===== src/rtl/instr_fetch_if.sv =====
// Fetch-unit bus bundle: instruction-memory request/response, redirect input and
// the buffered instruction handed to the pre-decoder.
interface instr_fetch_if #(
  parameter int DATA_WIDTH = 32
);
  logic                  imem_req_valid;
  logic                  imem_req_ready;
  logic [DATA_WIDTH-1:0] imem_req_addr;
  logic                  imem_resp_valid;
  logic [DATA_WIDTH-1:0] imem_resp_data;
  logic                  imem_resp_err;
  logic                  redirect_valid;
  logic [DATA_WIDTH-1:0] redirect_pc;
  logic                  inst_valid;
  logic                  inst_ready;
  logic [DATA_WIDTH-1:0] inst;
  logic [DATA_WIDTH-1:0] inst_pc;
  logic                  inst_err;
  logic                  halted;

  modport master (
    output imem_req_valid, imem_req_addr,
    input  imem_req_ready, imem_resp_valid, imem_resp_data, imem_resp_err,
    input  redirect_valid, redirect_pc,
    output inst_valid, inst, inst_pc, inst_err, halted,
    input  inst_ready
  );

  modport slave (
    input  imem_req_valid, imem_req_addr,
    output imem_req_ready, imem_resp_valid, imem_resp_data, imem_resp_err,
    output redirect_valid, redirect_pc,
    input  inst_valid, inst, inst_pc, inst_err, halted,
    output inst_ready
  );
endinterface


===== src/rtl/instr_fetch.sv =====
// Single-outstanding instruction fetch unit with a one-entry output buffer.
// Optional macro IFU_EBREAK_HALT_EN halts fetch after an ebreak is consumed.
module instr_fetch #(
  parameter int                    DATA_WIDTH = 32,
  parameter logic [DATA_WIDTH-1:0] RESET_PC   = DATA_WIDTH'(32'h8000_0000)
) (
  input logic            clk,
  input logic            rst_n,
  instr_fetch_if.master  bus
);

  typedef enum logic [2:0] {IDLE, REQ, WAIT, HOLD, HALT} state_t;

  state_t                state, state_next;
  logic [DATA_WIDTH-1:0] pc, pc_next;
  logic                  drop, drop_next;
  logic                  load_buf;
  logic [DATA_WIDTH-1:0] buf_inst, buf_pc;
  logic                  buf_err;
  logic [DATA_WIDTH-1:0] redirect_target;

  assign redirect_target = {bus.redirect_pc[DATA_WIDTH-1:2], 2'b00};

  always_ff @(posedge clk or negedge rst_n) begin
    if (!rst_n) begin
      state    <= IDLE;
      pc       <= RESET_PC;
      drop     <= 1'b0;
      buf_inst <= '0;
      buf_pc   <= '0;
      buf_err  <= 1'b0;
    end else begin
      state <= state_next;
      pc    <= pc_next;
      drop  <= drop_next;
      if (load_buf) begin
        buf_inst <= bus.imem_resp_data;
        buf_pc   <= pc;
        buf_err  <= bus.imem_resp_err;
      end
    end
  end

  // Redirect wins over every other event; a response owed to a stale request
  // must still be absorbed (drop flag) before the next request is issued.
  always_comb begin
    state_next = state;
    pc_next    = pc;
    drop_next  = drop;
    load_buf   = 1'b0;
    case (state)
      IDLE: begin
        state_next = REQ;
        if (bus.redirect_valid) pc_next = redirect_target;
      end
      REQ: begin
        if (bus.redirect_valid) begin
          pc_next = redirect_target;
          if (bus.imem_req_ready) begin
            state_next = WAIT;
            drop_next  = 1'b1;
          end
        end else if (bus.imem_req_ready) begin
          state_next = WAIT;
        end
      end
      WAIT: begin
        if (bus.redirect_valid) begin
          pc_next = redirect_target;
          if (bus.imem_resp_valid) begin
            state_next = REQ;
            drop_next  = 1'b0;
          end else begin
            drop_next = 1'b1;
          end
        end else if (bus.imem_resp_valid) begin
          if (drop) begin
            state_next = REQ;
            drop_next  = 1'b0;
          end else begin
            load_buf   = 1'b1;
            pc_next    = pc + DATA_WIDTH'(4);
            state_next = HOLD;
          end
        end
      end
      HOLD: begin
        if (bus.redirect_valid) begin
          pc_next    = redirect_target;
          state_next = REQ;
        end else if (bus.inst_ready) begin
`ifdef IFU_EBREAK_HALT_EN
          if (buf_inst == DATA_WIDTH'(32'h0010_0073)) state_next = HALT;
          else state_next = REQ;
`else
          state_next = REQ;
`endif
        end
      end
      HALT: begin
        if (bus.redirect_valid) begin
          pc_next    = redirect_target;
          state_next = REQ;
        end
      end
      default: state_next = IDLE;
    endcase
  end

  assign bus.imem_req_valid = (state == REQ);
  assign bus.imem_req_addr  = pc;
  assign bus.inst_valid     = (state == HOLD);
  assign bus.inst           = buf_inst;
  assign bus.inst_pc        = buf_pc;
  assign bus.inst_err       = buf_err;
`ifdef IFU_EBREAK_HALT_EN
  assign bus.halted = (state == HALT);
`else
  assign bus.halted = 1'b0;
`endif

endmodule

===== src/flat_wrapper.sv =====
// flat-port wrapper written by rule: the top's interface ports become plain ports
module instr_fetch_flat 
#(
  parameter int                    DATA_WIDTH = 32,
  parameter logic [DATA_WIDTH-1:0] RESET_PC   = DATA_WIDTH'(32'h8000_0000)
)
  (clk, rst_n, bus_imem_req_valid, bus_imem_req_addr, bus_imem_req_ready, bus_imem_resp_valid, bus_imem_resp_data, bus_imem_resp_err, bus_redirect_valid, bus_redirect_pc, bus_inst_valid, bus_inst, bus_inst_pc, bus_inst_err, bus_halted, bus_inst_ready);
  instr_fetch_if #(.DATA_WIDTH(DATA_WIDTH)) bus_i ();
  input logic clk;
  input logic rst_n;
  output wire logic [$bits(bus_i.imem_req_valid)-1:0] bus_imem_req_valid;
  output wire logic [$bits(bus_i.imem_req_addr)-1:0] bus_imem_req_addr;
  input wire logic [$bits(bus_i.imem_req_ready)-1:0] bus_imem_req_ready;
  input wire logic [$bits(bus_i.imem_resp_valid)-1:0] bus_imem_resp_valid;
  input wire logic [$bits(bus_i.imem_resp_data)-1:0] bus_imem_resp_data;
  input wire logic [$bits(bus_i.imem_resp_err)-1:0] bus_imem_resp_err;
  input wire logic [$bits(bus_i.redirect_valid)-1:0] bus_redirect_valid;
  input wire logic [$bits(bus_i.redirect_pc)-1:0] bus_redirect_pc;
  output wire logic [$bits(bus_i.inst_valid)-1:0] bus_inst_valid;
  output wire logic [$bits(bus_i.inst)-1:0] bus_inst;
  output wire logic [$bits(bus_i.inst_pc)-1:0] bus_inst_pc;
  output wire logic [$bits(bus_i.inst_err)-1:0] bus_inst_err;
  output wire logic [$bits(bus_i.halted)-1:0] bus_halted;
  input wire logic [$bits(bus_i.inst_ready)-1:0] bus_inst_ready;
  assign bus_imem_req_valid = bus_i.imem_req_valid;
  assign bus_imem_req_addr = bus_i.imem_req_addr;
  assign bus_i.imem_req_ready = bus_imem_req_ready;
  assign bus_i.imem_resp_valid = bus_imem_resp_valid;
  assign bus_i.imem_resp_data = bus_imem_resp_data;
  assign bus_i.imem_resp_err = bus_imem_resp_err;
  assign bus_i.redirect_valid = bus_redirect_valid;
  assign bus_i.redirect_pc = bus_redirect_pc;
  assign bus_inst_valid = bus_i.inst_valid;
  assign bus_inst = bus_i.inst;
  assign bus_inst_pc = bus_i.inst_pc;
  assign bus_inst_err = bus_i.inst_err;
  assign bus_halted = bus_i.halted;
  assign bus_i.inst_ready = bus_inst_ready;
  instr_fetch #(.DATA_WIDTH(DATA_WIDTH), .RESET_PC(RESET_PC)) u_core (.clk(clk), .rst_n(rst_n), .bus(bus_i));
endmodule

===== config.mk =====
export PLATFORM = sky130hd
export DESIGN_NAME = instr_fetch_flat
export DESIGN_NICKNAME = d
export VERILOG_FILES = /design/src/rtl/instr_fetch_if.sv /design/src/rtl/instr_fetch.sv /design/src/flat_wrapper.sv
export SDC_FILE = /design/constraint.sdc
export NUM_CORES = 1
export LEC_CHECK = 0
export BUFFER_PORTS_ARGS = -buffer_cell sky130_fd_sc_hd__buf_4
export CORE_ASPECT_RATIO = 1.1
export CORE_MARGIN = 5
export CORE_UTILIZATION = 30
export DETAILED_ROUTE_END_ITERATION = 8
export PLACE_DENSITY = 0.62
export SETUP_SLACK_MARGIN = 0.02
export SLEW_MARGIN = 20
export SYNTH_ARGS = -nofsm -noshare
export SYNTH_HDL_FRONTEND = slang
export SYNTH_SLANG_ARGS = --single-unit

===== constraint.sdc =====
create_clock -name clk -period 4.02 [get_ports clk]
set_input_delay 0.804 -clock clk [delete_from_list [all_inputs] [get_ports clk]]
set_output_delay 0.804 -clock clk [all_outputs]
set_load 0.03 [all_outputs]

==> results.txt, run 1 <==
Outcome = complete, no violations
Total gr overflow = 0
Yosys cell types = 41
Seq/Total Area, Yosys = 55.2%
Total GRT Usage = 14.5%
GP Congestion = 0.765
Total CTS buffers = 9
Rel. slew slack = 47.8%
Die span in y = 136 um
Core ar. = 14,300 um^2
DR iter-0 viols = 211
Initial antenna violation count = 0
Buffers on Ports = 163
Pleak = 2.82 nW
Starting Density = 30.4%
Tmin final = 2440 ps
WP data arrival = 2700 ps
Layout cells sized above 1 = 48.1%
Nets = 599
Worst Clk Skew = 9.69 ps
Crit. End Element = flip-flop
Clock network power share = 21.2%
Setup_tns = 0 ps
Pint = 0.00237 W
Sw Ratio = 38.7%
Root Buffer = clkbuf_16
P_sw = 0.00149 W
Reg2reg start = u_core.bus.imem_req_addr[3]$_DFFE_PN0P_
Register area = 2400 um^2
Final count of negative-setup-slack endpoints = 0
Least-Margin Pin Slew = 783 ps
Total Power = 0.00386 W
Worst Hold Class = in2async
Clk Latency, worst-skew pair = 350 ps
CP Launch Type = flip-flop
Worst-path cell chain = ha_1 > and3_1 > nand4_1 > or4_1 > a31oi_1
Post-synth EDFFs = 0
Fin crit share = 60.6%
Post-DR wirelength/cell = 17.1 um
Seq cells post-synth = 96
Mean post-synth cell area = 11.8 um^2
Pwr Density = 640 nW/um^2
First-pass iteration count of the detailed router = 4
Yosys warns = 0
Worst path bufs/invs = 0
Pin count of the biggest net entering global routing = 84
Vias per cell = 5.01
Worst VDD drop = 0.260 mV
First-pass GRT wire length = 19,800 um
R2R setup slack = 1580 ps
Synth Instances = 370
Fmax = 0.410 GHz
Htree depth = 3
Io pins = 171
CTS Sinks = 96
Final hold violations = 0
Crit path kind = reg2reg
Most common cell after layout, fill and taps aside = buf_4
Vias in the first global route = 3,790
Max FO, Critical Path = 11
Logic gate share of total power = 40.8%
Setup slack after layout = 1580 ps
DR vias = 3,627
CTS Buffer Depth = 2
Final Max Slew Viols = 0
Crit path required time = 4290 ps
Fraction of registers with async set/reset = 100%
Crit path from = u_core.bus.imem_req_addr[3]$_DFFE_PN0P_
Fill cells = 1,391
Die W = 125 um
CP max stage cell = or4_1
DP HPWL = 9000 um
Area taken by multi-input logic gates = 1810 um^2
# DRC = 0
MaxCap Viol Count = 0
Largest stage delay, worst path = 630 ps
Hold buffers post-CTS = 0
Sequential share of power = 38.0%
ANT cells = 0
CTS tree = done
Ys flop type = dfrtp_1
Final wirelength = 12,400 um
Layout area overhead = 38.5%
Cell area after synthesis = 4350 um^2
Total setup buffers inserted after CTS = 0
Die Area = 17,000 um^2
# rows = 46
RSZ-0062 raised after global routing = no
Place WS = 1360 ps
Top delay family on crit path = simple AND/OR/NAND/NOR gates
Most frequent cells in the layout = buf_4, dfrtp_1, mux2_2, nor2_1
Cts repair resizes = 0
Clock transition at the registers of the reported paths = 70 ps
Antenna Nets Post-Route = 0
==> flip-flops by register name, indices dropped and copies added, names as in the netlist <==
name / cells
u_core.bus.inst_pc: 30
u_core.bus.inst_err: 1
u_core.drop: 1
u_core.state: 2
u_core.bus.imem_req_addr: 30
u_core.bus.inst: 32
==> path summary, 6_finish.rpt <==
kind,end,cells after the start
max in group asynchronous,u_core.bus.inst_pc[30]$_DFFE_PN0P_,2
max reg2reg,u_core.bus.imem_req_addr[28]$_DFFE_PN0P_,5
max,u_core.bus.imem_req_addr[28]$_DFFE_PN0P_,5
min,u_core.state[1]$_DFFE_PN0P_,1
min reg2reg,u_core.bus.inst_err$_DFFE_PN0P_,1
min in group clk,u_core.bus.inst_err$_DFFE_PN0P_,1
==> power groups by stage <==
stage | Combinational, W | Sequential, W | Clock (W)
finish | 0.00157 | 0.00147 | 0.000819
global route | 0.00166 | 0.00152 | 0.000888
CTS | 0.00160 | 0.00147 | 0.000850
detailed placement | 0.00159 | 0.00149 | 0
global placement | 0.00158 | 0.00147 | 0
floorplan | 0.000399 | 0.00201 | 0
==> worst reg2reg max path, stage by stage, from the launching register on <==
cell and delay, ps:
dfrtp_1 480, ha_1 260, and3_1 340, nand4_1 470, or4_1 630, a31oi_1 170
==> through the flow <==
stage                     hold WS (ps)  util (%)  instances  cell area [um^2]
after global routing               522      42.1        724              6030
after CTS                          512      42.0        724              6030
after detailed placement           497      40.1        708              5740
final                              507      42.1        724              6030
after floorplan                    502         -        374              4370
after global placement             491      40.1        708              5740
==> logic make-up (layout without fill, tap and decap cells) <==
logic type      Yosys count  after routing  share of synthesized area, %
mux                      65             65                          16.8
buf+inv                  32            190                          3.62
flops                    96             96                          55.2
compound gates           68             68                          10.2
other cells               1              5                        0.0861
simple gates            107            107                          13.8
fa+ha+maj                 1              1                         0.287
==> routing by layer <==
layer	routed length, um	vias to the layer above	global-route usage [%]
li1	-	1688	-
met1	5020	1794	17.5
met2	6200	128	24.2
met3	878	17	3.81
met4	274	0	6.81
met5	0	-	0
==> cells in the mapped netlist, types with 2 or more instances <==
| cell | instances | area (um^2) |
|---|---|---|
| dfrtp_1 | 95 | 2380 |
| mux2_2 | 64 | 721 |
| nor2_1 | 25 | 93.8 |
| nand3_1 | 17 | 85.1 |
| o21ai_0 | 17 | 85.1 |
| nand2_1 | 15 | 56.3 |
| a31oi_1 | 14 | 87.6 |
| a21oi_1 | 13 | 65.1 |
| buf_2 | 12 | 60.1 |
| nand4_1 | 11 | 68.8 |
| or3_1 | 9 | 56.3 |
| clkbuf_1 | 8 | 30.0 |
| and4_1 | 7 | 61.3 |
| or4_1 | 7 | 52.6 |
| buf_4 | 6 | 45.0 |
| o31ai_1 | 6 | 45.0 |
| inv_1 | 5 | 18.8 |
| and3_1 | 4 | 25.0 |
| o221a_2 | 4 | 45.0 |
| a311oi_1 | 3 | 26.3 |
| and2_1 | 3 | 18.8 |
| a221oi_1 | 2 | 17.5 |
| nor3_1 | 2 | 10.0 |
| nor3b_1 | 2 | 15.0 |
| o22ai_1 | 2 | 12.5 |
| o41ai_1 | 2 | 17.5 |
==> final cells by class <==
cell class              instances  area share [%]
repair buffers                168            21.0
clock inverters                 5           0.519
inverters                       6           0.374
multi-input cells             246            30.1
clock buffers                  11            4.19
well taps                     192            3.98
flip-flops and latches         96            39.9
No activity file was read; power rests on OpenSTA's default activity.
==> run 2: changes to the inputs <==
clock period = 2.5 ns   (was 4.02 ns; I/O delays follow)
==> results.txt, run 2 (synthesis gave the netlist of run 1 again) <==
Outcome = complete, no violations (unchanged)
Total gr overflow = 0 (unchanged)
Most common cell after layout, fill and taps aside = buf_4 (unchanged)
CP max stage cell = dfrtp_1 (was or4_1)
GP Congestion = 0.788 (was 0.765)
CTS Buffer Depth = 2 (unchanged)
Inst Count DP = 713 (was 708)
Pwr Density = 1050 nW/um^2 (was 640 nW/um^2)
RSZ-0062 raised after global routing = no (unchanged)
Max FO, Critical Path = 11 (unchanged)
Root Buffer = clkbuf_16 (unchanged)
Post-route insts no fill = 729 (was 724)
MaxCap Viol Count = 0 (unchanged)
Rel. slew slack = 58.1% (was 47.8%)
Setup_tns = 0 ps (unchanged)
Pleak = 2.87 nW (was 2.82 nW)
Final count of negative-setup-slack endpoints = 0 (unchanged)
Total CTS buffers = 9 (unchanged)
First-pass iteration count of the detailed router = 4 (unchanged)
Buffers on Ports = 163 (unchanged)
Reg2reg start = u_core.bus.imem_req_addr[9]$_DFFE_PN0P_ (was u_core.bus.imem_req_addr[3]$_DFFE_PN0P_)
Antenna Nets Post-Route = 0 (unchanged)
Worst-path cell chain = and4_1 > nand4_1 > buf_4 > or4_1 > a31oi_1 (was ha_1 > and3_1 > nand4_1 > or4_1 > a31oi_1)
Cts repair resizes = 0 (unchanged)
Top delay family on crit path = simple AND/OR/NAND/NOR gates (unchanged)
Io pins = 171 (unchanged)
Least-Margin Pin Slew = 629 ps (was 783 ps)
Clk Latency, worst-skew pair = 350 ps (about the same)
CTS Sinks = 96 (unchanged)
Pint = 0.00407 W (was 0.00237 W)
Vias in the first global route = 3,830 (was 3,790)
Final Max Slew Viols = 0 (unchanged)
Worst path bufs/invs = 1 (was 0)
First-pass GRT wire length = 19,800 um (about the same)
R2R cell count = 5 (unchanged)
# rows = 46 (unchanged)
Fmax = 0.486 GHz (was 0.410 GHz)
Worst Hold Class = in2async (unchanged)
Htree depth = 3 (unchanged)
Tmin final = 2060 ps (was 2440 ps)
Worst R2R End = u_core.bus.imem_req_addr[28]$_DFFE_PN0P_ (unchanged)
Final wirelength = 12,200 um (was 12,400 um)
Post-DR wirelength/cell = 16.8 um (was 17.1 um)
DP HPWL = 9040 um (was 9000 um)
Crit. End Element = flip-flop (unchanged)
CTS tree = done (unchanged)
Worst VDD drop = 0.392 mV (was 0.260 mV)
Crit path required time = 2760 ps (was 4290 ps)
Pin count of the biggest net entering global routing = 50 (was 84)
P_sw = 0.00237 W (was 0.00149 W)
Starting Density = 30.4% (unchanged)
Number of flip-flops under the largest register name = 32 (unchanged)
Fin crit share = 82.3% (was 60.6%)
Sw Ratio = 36.8% (was 38.7%)
Die span in y = 136 um (unchanged)
Hold buffers post-CTS = 0 (unchanged)
Crit path kind = reg2reg (unchanged)
Final hold violations = 0 (unchanged)
Die Area = 17,000 um^2 (unchanged)
Final worst hold slack = 175 ps (was 507 ps)
CP Launch Type = flip-flop (unchanged)
Worst Clk Skew = 8.95 ps (was 9.69 ps)
Die W = 125 um (unchanged)
Largest stage delay, worst path = 510 ps (was 630 ps)
Clock network power share = 24.0% (was 21.2%)
Vias per cell = 5.00 (was 5.01)
Nets = 604 (was 599)
DR iter-0 viols = 237 (was 211)
Logic gate share of total power = 39.6% (was 40.8%)
WP data arrival = 2320 ps (was 2700 ps)
Most frequent cells in the layout = buf_4, dfrtp_1, mux2_2, nor2_1 (unchanged)
Total GRT Usage = 14.3% (was 14.5%)
R2R setup slack = 440 ps (was 1580 ps)
ANT cells = 0 (unchanged)
Total setup buffers inserted after CTS = 0 (unchanged)
DR vias = 3,644 (was 3,627)
Layout cells sized above 1 = 47.9% (was 48.1%)
# DRC = 0 (unchanged)
Clock transition at the registers of the reported paths = 70 ps (about the same)
Core ar. = 14,300 um^2 (unchanged)
Initial antenna violation count = 0 (unchanged)
Sequential share of power = 36.4% (was 38.0%)
Layout area overhead = 40.9% (was 38.5%)
## run 2: power by group through the flow
stage	Combinational [W]	Clock, W	Sequential, W
CTS	0.00259	0.00160	0.00235
floorplan	0.000641	0	0.00323
finish	0.00255	0.00155	0.00234
global placement	0.00256	0	0.00235
global route	0.00271	0.00167	0.00241
detailed placement	0.00259	0	0.00237
## run 2: metrics by stage
stage,utilization [%],power (W),worst slack (ps),area [um^2]
2_1_floorplan,-,0.00387,513,4370
3_3_place_gp,40.5,0.00491,476,5800
3_5_place_dp,40.5,0.00496,461,5800
4_1_cts,42.8,0.00654,450,6130
5_1_grt,42.8,0.00679,350,6130
6_report,42.8,0.00644,443,6130
## run 2: metal layers
| metal | track usage (%) | vias to the layer above | routed length [um] |
|---|---|---|---|
| li1 | - | 1696 | - |
| met1 | 17.2 | 1808 | 5010 |
| met2 | 24.6 | 125 | 6160 |
| met3 | 4.32 | 15 | 827 |
| met4 | 5.06 | 0 | 216 |
| met5 | 0 | - | 0 |
## run 2: how the worst max path moves through the flow
stage	start	cells after the start	endpoint	slack [ps]
after CTS	u_core.bus.imem_req_addr[9]$_DFFE_PN0P_	5	u_core.bus.imem_req_addr[28]$_DFFE_PN0P_	450
after global routing	u_core.bus.imem_req_addr[9]$_DFFE_PN0P_	5	u_core.bus.imem_req_addr[28]$_DFFE_PN0P_	350
final	u_core.bus.imem_req_addr[9]$_DFFE_PN0P_	5	u_core.bus.imem_req_addr[28]$_DFFE_PN0P_	440
after global placement	bus_imem_resp_valid	6	u_core.bus.imem_req_addr[28]$_DFFE_PN0P_	480
after detailed placement	bus_imem_resp_valid	6	u_core.bus.imem_req_addr[28]$_DFFE_PN0P_	460
after floorplan	u_core.bus.imem_req_addr[2]$_DFFE_PN0P_	7	u_core.bus.imem_req_addr[18]$_DFFE_PN0P_	510
## run 2: layout make-up
class / count / area [um^2]
Timing Repair Buffer: 173 / 1320
Fill cell: 1380 / 8200
Inverter: 6 / 22.5
Multi-Input combinational cell: 246 / 1810
Sequential cell: 96 / 2400
Clock buffer: 13 / 240
Clock inverter: 3 / 90.1
Tap cell: 192 / 240
## run 2: worst register-to-register path, stage by stage (launching register included)
cell	delay, ps
dfrtp_1	510
and4_1	490
nand4_1	140
buf_4	200
or4_1	470
a31oi_1	170
